<file path="src/rtl/mem_bus_arb_pkg.sv">
// rtl/mem_bus_arb_pkg.sv - shared types and constants for the memory bus arbiter
package mem_bus_arb_pkg;

    typedef enum logic [1:0] {
        ST_IDLE = 2'd0,
        ST_BUSY = 2'd1,
        ST_RESP = 2'd2
    } arb_state_e;

    localparam logic [3:0] WSTRB_READ = 4'b0000;
    localparam logic [3:0] WSTRB_WORD = 4'b1111;

    localparam int FAULT_BIT_TIMEOUT  = 0;
    localparam int FAULT_BIT_PROTOCOL = 1;

endpackage

</file>
<file path="src/rtl/mem_bus_arbiter_rr.sv">
// rtl/mem_bus_arbiter_rr.sv - combinational rotating-priority request encoder
//
// Module rr_arbiter: picks the first requesting port after i_last_grant,
// wrapping modulo NUM_PORTS.
//   i_req        per-port request vector
//   i_last_grant port served most recently (lowest priority this round)
//   o_grant      index of the winning port (0 when nothing requests)
//   o_any_req    at least one port is requesting
module rr_arbiter #(
    parameter  int NUM_PORTS = 4,
    localparam int IDX_W     = $clog2(NUM_PORTS)
) (
    input  logic [NUM_PORTS-1:0] i_req,
    input  logic [IDX_W-1:0]     i_last_grant,
    output logic [IDX_W-1:0]     o_grant,
    output logic                 o_any_req
);

    // Scan from the farthest port down to the nearest one so the port
    // immediately after the last grant is written last and wins.
    always_comb begin
        int idx;
        o_grant   = '0;
        o_any_req = 1'b0;
        idx       = 0;
        for (int k = NUM_PORTS; k >= 1; k--) begin
            idx = int'(i_last_grant) + k;
            if (idx >= NUM_PORTS) begin
                idx = idx - NUM_PORTS;
            end
            if (i_req[IDX_W'(idx)]) begin
                o_grant   = IDX_W'(idx);
                o_any_req = 1'b1;
            end
        end
    end

endmodule

</file>
<file path="src/rtl/mem_bus_arbiter.sv">
// rtl/mem_bus_arbiter.sv - round-robin merge of per-core memory buses onto one external bus
//
// Optional watchdog: define MEM_BUS_ARB_TIMEOUT_EN to abort transfers that
// stay in BUSY for TIMEOUT_CYCLES cycles without mem_ready.
//
// Ports:
//   clk, RST            clock, synchronous active-high reset
//   core_mem_*          per-port request bundles (valid/instr/addr/wstrb/wdata)
//   core_mem_ready      one-hot, one-cycle completion pulse to the owning core
//   core_rdata          read data broadcast to all cores, valid with the pulse
//   mem_valid..data_out registered external request
//   data_in, mem_ready  external response
//   grant_id            port owning the current or last transfer
//   fault               bit0 sticky timeout, bit1 sticky protocol violation
//   fault_clr           clears the sticky fault bits
module mem_bus_arbiter
    import mem_bus_arb_pkg::*;
#(
    parameter  int          NUM_PORTS      = 4,
    parameter  int          TIMEOUT_CYCLES = 1024,
    parameter  logic [31:0] ERR_RDATA      = 32'hDEAD_BEEF,
    localparam int          IDX_W          = $clog2(NUM_PORTS)
) (
    input  logic                    clk,
    input  logic                    RST,
    input  logic [NUM_PORTS-1:0]    core_mem_valid,
    input  logic [NUM_PORTS-1:0]    core_mem_instr,
    input  logic [32*NUM_PORTS-1:0] core_mem_addr,
    input  logic [4*NUM_PORTS-1:0]  core_wstrb,
    input  logic [32*NUM_PORTS-1:0] core_wdata,
    output logic [NUM_PORTS-1:0]    core_mem_ready,
    output logic [31:0]             core_rdata,
    output logic                    mem_valid,
    output logic                    mem_instr,
    output logic [31:0]             mem_addr,
    output logic [3:0]              wstrb,
    output logic [31:0]             data_out,
    input  logic [31:0]             data_in,
    input  logic                    mem_ready,
    output logic [IDX_W-1:0]        grant_id,
    output logic [7:0]              fault,
    input  logic                    fault_clr
);

    arb_state_e r_state;
    arb_state_e w_state_next;

    logic                 r_mem_valid;
    logic                 r_mem_instr;
    logic [31:0]          r_mem_addr;
    logic [3:0]           r_wstrb;
    logic [31:0]          r_data_out;
    logic [31:0]          r_core_rdata;
    logic [NUM_PORTS-1:0] r_core_mem_ready;
    logic [IDX_W-1:0]     r_grant_id;
    logic [IDX_W-1:0]     r_last_grant;
    logic                 r_fault_proto;

    logic [IDX_W-1:0]     w_grant;
    logic                 w_any_req;
    logic                 w_load;
    logic                 w_done;
    logic                 w_abort;
    logic                 w_wd_expired;
    logic                 w_proto_evt;
    logic                 w_fault_to;
    logic [NUM_PORTS-1:0] w_grant_onehot;
    logic [7:0]           w_fault;

    logic [31:0] w_addr_arr  [NUM_PORTS];
    logic [31:0] w_wdata_arr [NUM_PORTS];
    logic [3:0]  w_wstrb_arr [NUM_PORTS];

    for (genvar g = 0; g < NUM_PORTS; g++) begin : g_unpack
        assign w_addr_arr[g]  = core_mem_addr[32*g +: 32];
        assign w_wdata_arr[g] = core_wdata[32*g +: 32];
        assign w_wstrb_arr[g] = core_wstrb[4*g +: 4];
    end

    rr_arbiter #(
        .NUM_PORTS (NUM_PORTS)
    ) u_rr (
        .i_req        (core_mem_valid),
        .i_last_grant (r_last_grant),
        .o_grant      (w_grant),
        .o_any_req    (w_any_req)
    );

    always_ff @(posedge clk) begin
        if (RST) begin
            r_state <= ST_IDLE;
        end else begin
            r_state <= w_state_next;
        end
    end

    // Completion beats the watchdog when both land on the same edge.
    always_comb begin
        w_state_next = r_state;
        w_load       = 1'b0;
        w_done       = 1'b0;
        w_abort      = 1'b0;
        case (r_state)
            ST_IDLE: begin
                if (w_any_req) begin
                    w_load       = 1'b1;
                    w_state_next = ST_BUSY;
                end
            end
            ST_BUSY: begin
                if (mem_ready) begin
                    w_done       = 1'b1;
                    w_state_next = ST_RESP;
                end else if (w_wd_expired) begin
                    w_abort      = 1'b1;
                    w_state_next = ST_RESP;
                end
            end
            ST_RESP: begin
                w_state_next = ST_IDLE;
            end
            default: begin
                w_state_next = ST_IDLE;
            end
        endcase
    end

    always_comb begin
        w_grant_onehot             = '0;
        w_grant_onehot[r_grant_id] = 1'b1;
    end

    // The granted core must hold valid until it sees its ready pulse.
    assign w_proto_evt = (r_state == ST_BUSY) && !core_mem_valid[r_grant_id];

    always_ff @(posedge clk) begin
        if (RST) begin
            r_mem_valid      <= 1'b0;
            r_mem_instr      <= 1'b0;
            r_mem_addr       <= '0;
            r_wstrb          <= WSTRB_READ;
            r_data_out       <= '0;
            r_core_rdata     <= '0;
            r_core_mem_ready <= '0;
            r_grant_id       <= '0;
            r_last_grant     <= IDX_W'(NUM_PORTS - 1);
        end else begin
            r_core_mem_ready <= '0;
            if (w_load) begin
                r_mem_valid <= 1'b1;
                r_mem_instr <= core_mem_instr[w_grant];
                r_mem_addr  <= w_addr_arr[w_grant];
                r_wstrb     <= w_wstrb_arr[w_grant] & WSTRB_WORD;
                r_data_out  <= w_wdata_arr[w_grant];
                r_grant_id  <= w_grant;
            end
            if (w_done || w_abort) begin
                r_mem_valid      <= 1'b0;
                r_core_mem_ready <= w_grant_onehot;
            end
            if (w_done) begin
                r_core_rdata <= data_in;
            end else if (w_abort) begin
                r_core_rdata <= ERR_RDATA;
            end
            if (r_state == ST_RESP) begin
                r_last_grant <= r_grant_id;
            end
        end
    end

    always_ff @(posedge clk) begin
        if (RST) begin
            r_fault_proto <= 1'b0;
        end else if (w_proto_evt) begin
            r_fault_proto <= 1'b1;
        end else if (fault_clr) begin
            r_fault_proto <= 1'b0;
        end
    end

`ifdef MEM_BUS_ARB_TIMEOUT_EN
    localparam int WD_W = $clog2(TIMEOUT_CYCLES + 1);

    logic [WD_W-1:0] r_wd_cnt;
    logic            r_fault_to;

    // Counts completed BUSY cycles; expiry fires on the TIMEOUT_CYCLES-th one.
    always_ff @(posedge clk) begin
        if (RST || w_load) begin
            r_wd_cnt <= '0;
        end else if (r_state == ST_BUSY) begin
            r_wd_cnt <= r_wd_cnt + 1'b1;
        end
    end

    assign w_wd_expired = (r_wd_cnt == WD_W'(TIMEOUT_CYCLES - 1));

    always_ff @(posedge clk) begin
        if (RST) begin
            r_fault_to <= 1'b0;
        end else if (w_abort) begin
            r_fault_to <= 1'b1;
        end else if (fault_clr) begin
            r_fault_to <= 1'b0;
        end
    end

    assign w_fault_to = r_fault_to;
`else
    logic w_unused_timeout;

    assign w_wd_expired     = 1'b0;
    assign w_fault_to       = 1'b0;
    assign w_unused_timeout = (TIMEOUT_CYCLES != 0);
`endif

    always_comb begin
        w_fault                     = '0;
        w_fault[FAULT_BIT_TIMEOUT]  = w_fault_to;
        w_fault[FAULT_BIT_PROTOCOL] = r_fault_proto;
    end

    assign core_mem_ready = r_core_mem_ready;
    assign core_rdata     = r_core_rdata;
    assign mem_valid      = r_mem_valid;
    assign mem_instr      = r_mem_instr;
    assign mem_addr       = r_mem_addr;
    assign wstrb          = r_wstrb;
    assign data_out       = r_data_out;
    assign grant_id       = r_grant_id;
    assign fault          = w_fault;

endmodule

</file>
<file path="config.mk">
export PLATFORM = sky130hd
export DESIGN_NAME = mem_bus_arbiter
export DESIGN_NICKNAME = d
export VERILOG_FILES = /design/src/rtl/mem_bus_arb_pkg.sv /design/src/rtl/mem_bus_arbiter_rr.sv /design/src/rtl/mem_bus_arbiter.sv
export SDC_FILE = /design/constraint.sdc
export NUM_CORES = 1
export LEC_CHECK = 0
export BUFFER_PORTS_ARGS = -buffer_cell sky130_fd_sc_hd__buf_2
export CAP_MARGIN = 25
export CORE_AREA = 2 2 168 170
export CTS_CLUSTER_SIZE = 30
export DETAILED_ROUTE_END_ITERATION = 16
export DIE_AREA = 0 0 170 172
export SLEW_MARGIN = 5
export SYNTH_ARGS = -nofsm -noshare
export SYNTH_HDL_FRONTEND = slang
export SYNTH_SLANG_ARGS = --single-unit
</file>
<file path="constraint.sdc">
create_clock -name clk -period 1.94 [get_ports clk]
set_input_delay 0 -clock clk [delete_from_list [all_inputs] [get_ports clk]]
set_output_delay 0 -clock clk [all_outputs]
set_load 0.01 [all_outputs]
</file>
==> impl_metrics.py <==
metrics = {
    "yosys": {
        "synthArstFlopShare_pct": 0,
        "ys_top_cells_by_count": "dfxtp_1, mux2i_1, a211oi_1",
        "ys_seq_area_share_pct": 35.2,
        "synthTopCellsByArea": "dfxtp_1, mux2i_1, o221ai_2",
        "avgSynthCellArea_um2": 10.0,
        "synth_cell_types": 41,
        "synth_top_area_share_pct": 35.2,
        "synth_ff_type": "dfxtp_1",
        "syn-cell-area_um2": 6430,
        "ys_seq_elements": 113,
        "synth_most_common_cell": "dfxtp_1",
        "synth_top_cell_by_area": "dfxtp_1",
        "postSynthCellCount": 643,
        "synth_edf_count": 0,
        "ys_warn_count": 0,
    },
    "clock_tree": {
        "cts_tree": "yes",
        "clock-sinks": 113,
        "cts.path.max_buffers": 2,
        "cts.clk_slew.worst_paths_ns": 0.07,
        "clock_latency_ns": 0.41,
        "cts_buffers": 17,
        "cts_root_buf": "clkbuf_16",
        "htreeDepth": 4,
    },
    "pwr": {
        "leakage_nw": 5.87,
        "finalPower_w": 0.00841,
        "p_int_w": 0.00576,
        "power_frac_seq_pct": 32.0,
        "p_clk_share_pct": 36.7,
        "p_comb_share_pct": 31.3,
        "switching_share_pct": 31.6,
        "netSwitchingPower_w": 0.00265,
        "powerDensity_nw_per_um2": 678,
        "ir_drop_v": 0.000429,
    },
    "global_route": {
        "grt_util_all_layers_pct": 19.5,
        "grt_pass1_vias": 8333,
        "grt_max_degree": 57,
        "grt-ovfl-total": 0,
        "grt_antenna_before_repair": 2,
        "grt_first_pass_wirelength_mm": 44.1,
    },
    "floorplanning": {
        "die-width_um": 170,
        "die_y_um": 172,
        "core_um2": 27500,
        "rows": 61,
        "start_util_pct": 23.4,
        "dieArea_um2": 29200,
        "top_level_ports": 432,
    },
    "min_path": {
        "min_path_type": "in2reg",
    },
    "detailed_routing": {
        "dr.pass1.iters": 5,
        "ant_nets": 0,
        "post_drt_wl_per_cell_um": 18.8,
        "finalWirelength_mm": 31.5,
        "via_count": 8160,
        "drtIter0Drc": 372,
        "viasPerCell": 4.87,
        "drc": 0,
    },
    "timing": {
        "fin_skew_ns": 0.0153,
        "fin_ws_ns": 0.0716,
        "final_max_slew_viol_count": 0,
        "fmax_ghz": 0.535,
        "hold_viol": 2,
        "min_period_over_period_pct": 96.3,
        "hold_ws_ns": -0.0148,
        "worst_pin_slew_ns": 0.651,
        "relSlewSlack_pct": 56.6,
        "period_needed_ns": 1.87,
        "finalSetupViolations": 0,
    },
    "critical_path": {
        "cp_common_cell": "buf_4",
        "arrival_ns": 2.20,
        "worstSetupPathType": "reg2reg",
        "crit_start": "r_last_grant[0]",
        "path_max_fanout": 7,
        "crit_path_start_kind": "flip-flop",
        "regToRegSetupSlack_ns": 0.07,
        "crit-reg2reg-capture": "data_out[30]",
        "crit_chain": "nand2b_4 > buf_4 > a21o_1 > and3_4 > buf_4 > mux2_2 > o221ai_2",
        "slowest_stage": "mux2_2",
        "crit_end": "data_out[30]",
        "critPathMaxStageDelay_ns": 0.39,
        "cp_data_required_time_ns": 2.27,
        "r2r_cells": 7,
        "rr_startpoint": "r_last_grant[0]",
        "critical_path.endpoint_type": "flip-flop",
    },
    "run": {
        "maxCapViolCount": 0,
    },
    "final_layout": {
        "fill_cells": 2487,
        "drive_gt1_share_pct": 45.8,
        "synthToLayoutAreaGrowth_pct": 92.8,
        "final_nets": 1630,
        "fin_util_pct": 45.1,
    },
    "place": {
        "gp_congestion": 0.776,
        "dp_hpwl_mm": 18.4,
        "pre_cts_ws_ns": 0.0149,
        "portBuffers": 424,
    },
    "run_status": {
        "outcome": "complete, but fails checks",
        "violations": "negative hold slack",
    },
}
==> registers in the layout, summed over array words and instances, names as in the netlist <==
signal	cells
core_rdata	32
data_out	32
mem_addr	32
core_mem_ready	4
wstrb	4
grant_id	2
r_last_grant	2
r_state	2
mem_instr	1
mem_valid	1
r_fault_proto	1
==> power groups by stage <==
stage                     Sequential [W]  Clock [W]  Combinational, W
after floorplan                  0.00283          0           0.00102
after global placement           0.00273          0           0.00204
after detailed placement         0.00273          0           0.00207
after CTS                        0.00268    0.00319           0.00245
after global routing             0.00271    0.00330           0.00281
final                            0.00269    0.00309           0.00264
==> routing by layer <==
| layer | wire (um) | part of all wire (%) | vias to the layer above | track usage, % |
|---|---|---|---|---|
| met2 | 15400 | 49 | 442 | 33.4 |
| met1 | 12100 | 38 | 3765 | 21.0 |
| met3 | 2370 | 7.5 | 134 | 6.11 |
| li1 | - | - | 3819 | - |
| met5 | 0 | 0 | - | 0 |
| met4 | 1660 | 5.3 | 0 | 11.9 |
==> cell type report <==
class | count | area [um2] | share of cell area (%)
Antenna cell | 4 | 10.0 | 0.0807
Timing Repair Buffer | 723 | 5200 | 41.9
Clock inverter | 15 | 145 | 1.17
Tap cell | 346 | 433 | 3.49
Inverter | 26 | 97.6 | 0.787
Multi-Input combinational cell | 433 | 3830 | 30.9
Clock buffer | 17 | 425 | 3.43
Sequential cell | 113 | 2260 | 18.3
==> how the worst min path moves through the flow <==
stage / startpoint / endpoint / slack [ns] / cells past startpoint
finish: core_mem_addr[10] / mem_addr[10] / -0.01 / 3
global route: core_wdata[45] / data_out[13] / 0.004 / 4
CTS: core_wdata[45] / data_out[13] / 0.0002 / 4
detailed placement: data_in[20] / core_rdata[20] / 0.22 / 2
global placement: data_in[3] / core_rdata[3] / 0.21 / 2
floorplan: mem_ready / r_state[0] / 0.12 / 1
==> placed cells by master (no fill, tap or decap), types with 2 or more instances in the layout <==
| cell | Yosys | final |
|---|---|---|
| buf_2 | 24 | 423 |
| dlygate4sd3_1 | 0 | 241 |
| dfxtp_1 | 113 | 112 |
| mux2i_1 | 92 | 79 |
| a211oi_1 | 49 | 48 |
| nand3b_1 | 46 | 46 |
| nand3_1 | 46 | 46 |
| buf_4 | 12 | 41 |
| o221ai_2 | 40 | 40 |
| a22o_1 | 32 | 32 |
| inv_1 | 26 | 26 |
| a31oi_1 | 24 | 24 |
| o21bai_1 | 24 | 24 |
| mux2_2 | 23 | 23 |
| clkbuf_16 | 0 | 23 |
| mux2i_2 | 0 | 10 |
| buf_12 | 0 | 8 |
| nor2_1 | 9 | 7 |
| conb_1 | 1 | 7 |
| inv_6 | 0 | 7 |
| o221ai_1 | 5 | 5 |
| diode_2 | 0 | 4 |
| nand2b_1 | 5 | 4 |
| nand2_1 | 5 | 4 |
| mux2i_4 | 0 | 3 |
| buf_6 | 3 | 3 |
| nor2_2 | 0 | 2 |
| nor2b_1 | 3 | 2 |
| o21ai_2 | 1 | 2 |
| and3_4 | 0 | 2 |
| or3_4 | 0 | 2 |
| a21oi_1 | 2 | 2 |
| clkinv_4 | 0 | 2 |
| clkinv_2 | 0 | 2 |
| clkinvlp_4 | 0 | 2 |
==> critical path: cells and delay by family, from the launching register on <==
kind | cells | cell delay, ns
AND/OR/NAND/NOR | 2 | 0.41
AO/OA/AOI/OAI | 2 | 0.33
multiplexers | 1 | 0.39
buffers and inverters | 2 | 0.33
flip-flops | 1 | 0.35
==> cells by family (layout without fill, tap and decap cells) <==
group | count (synthesis) | after routing | share of synthesized area, %
muxes | 116 | 116 | 18.7
other | 1 | 11 | 0.0583
buffers and inverters | 104 | 781 | 7.94
AOI/OAI and AO/OA | 184 | 184 | 26.4
DFF | 113 | 113 | 35.2
and+or+nand+nor | 125 | 126 | 11.7
==> stage by stage <==
stage               setup TNS, ns  instances  instance area (um2)
floorplan                       0        649                 6450
global placement           -0.411       1390                 9090
detailed placement              0       1391                 9100
CTS                             0       1664                12100
global route             -0.00561       1674                12400
finish                          0       1677                12400
==> repair_timing <==
action	CTS	global route
hold buffers	241	0
gates resized for setup	1	25
cloned	0	8
hold endpoints to repair	106	0
setup endpoints to repair	1	40
pin swaps	0	1
buffers inserted	0	1
No activity file was read; power rests on OpenSTA's default activity.
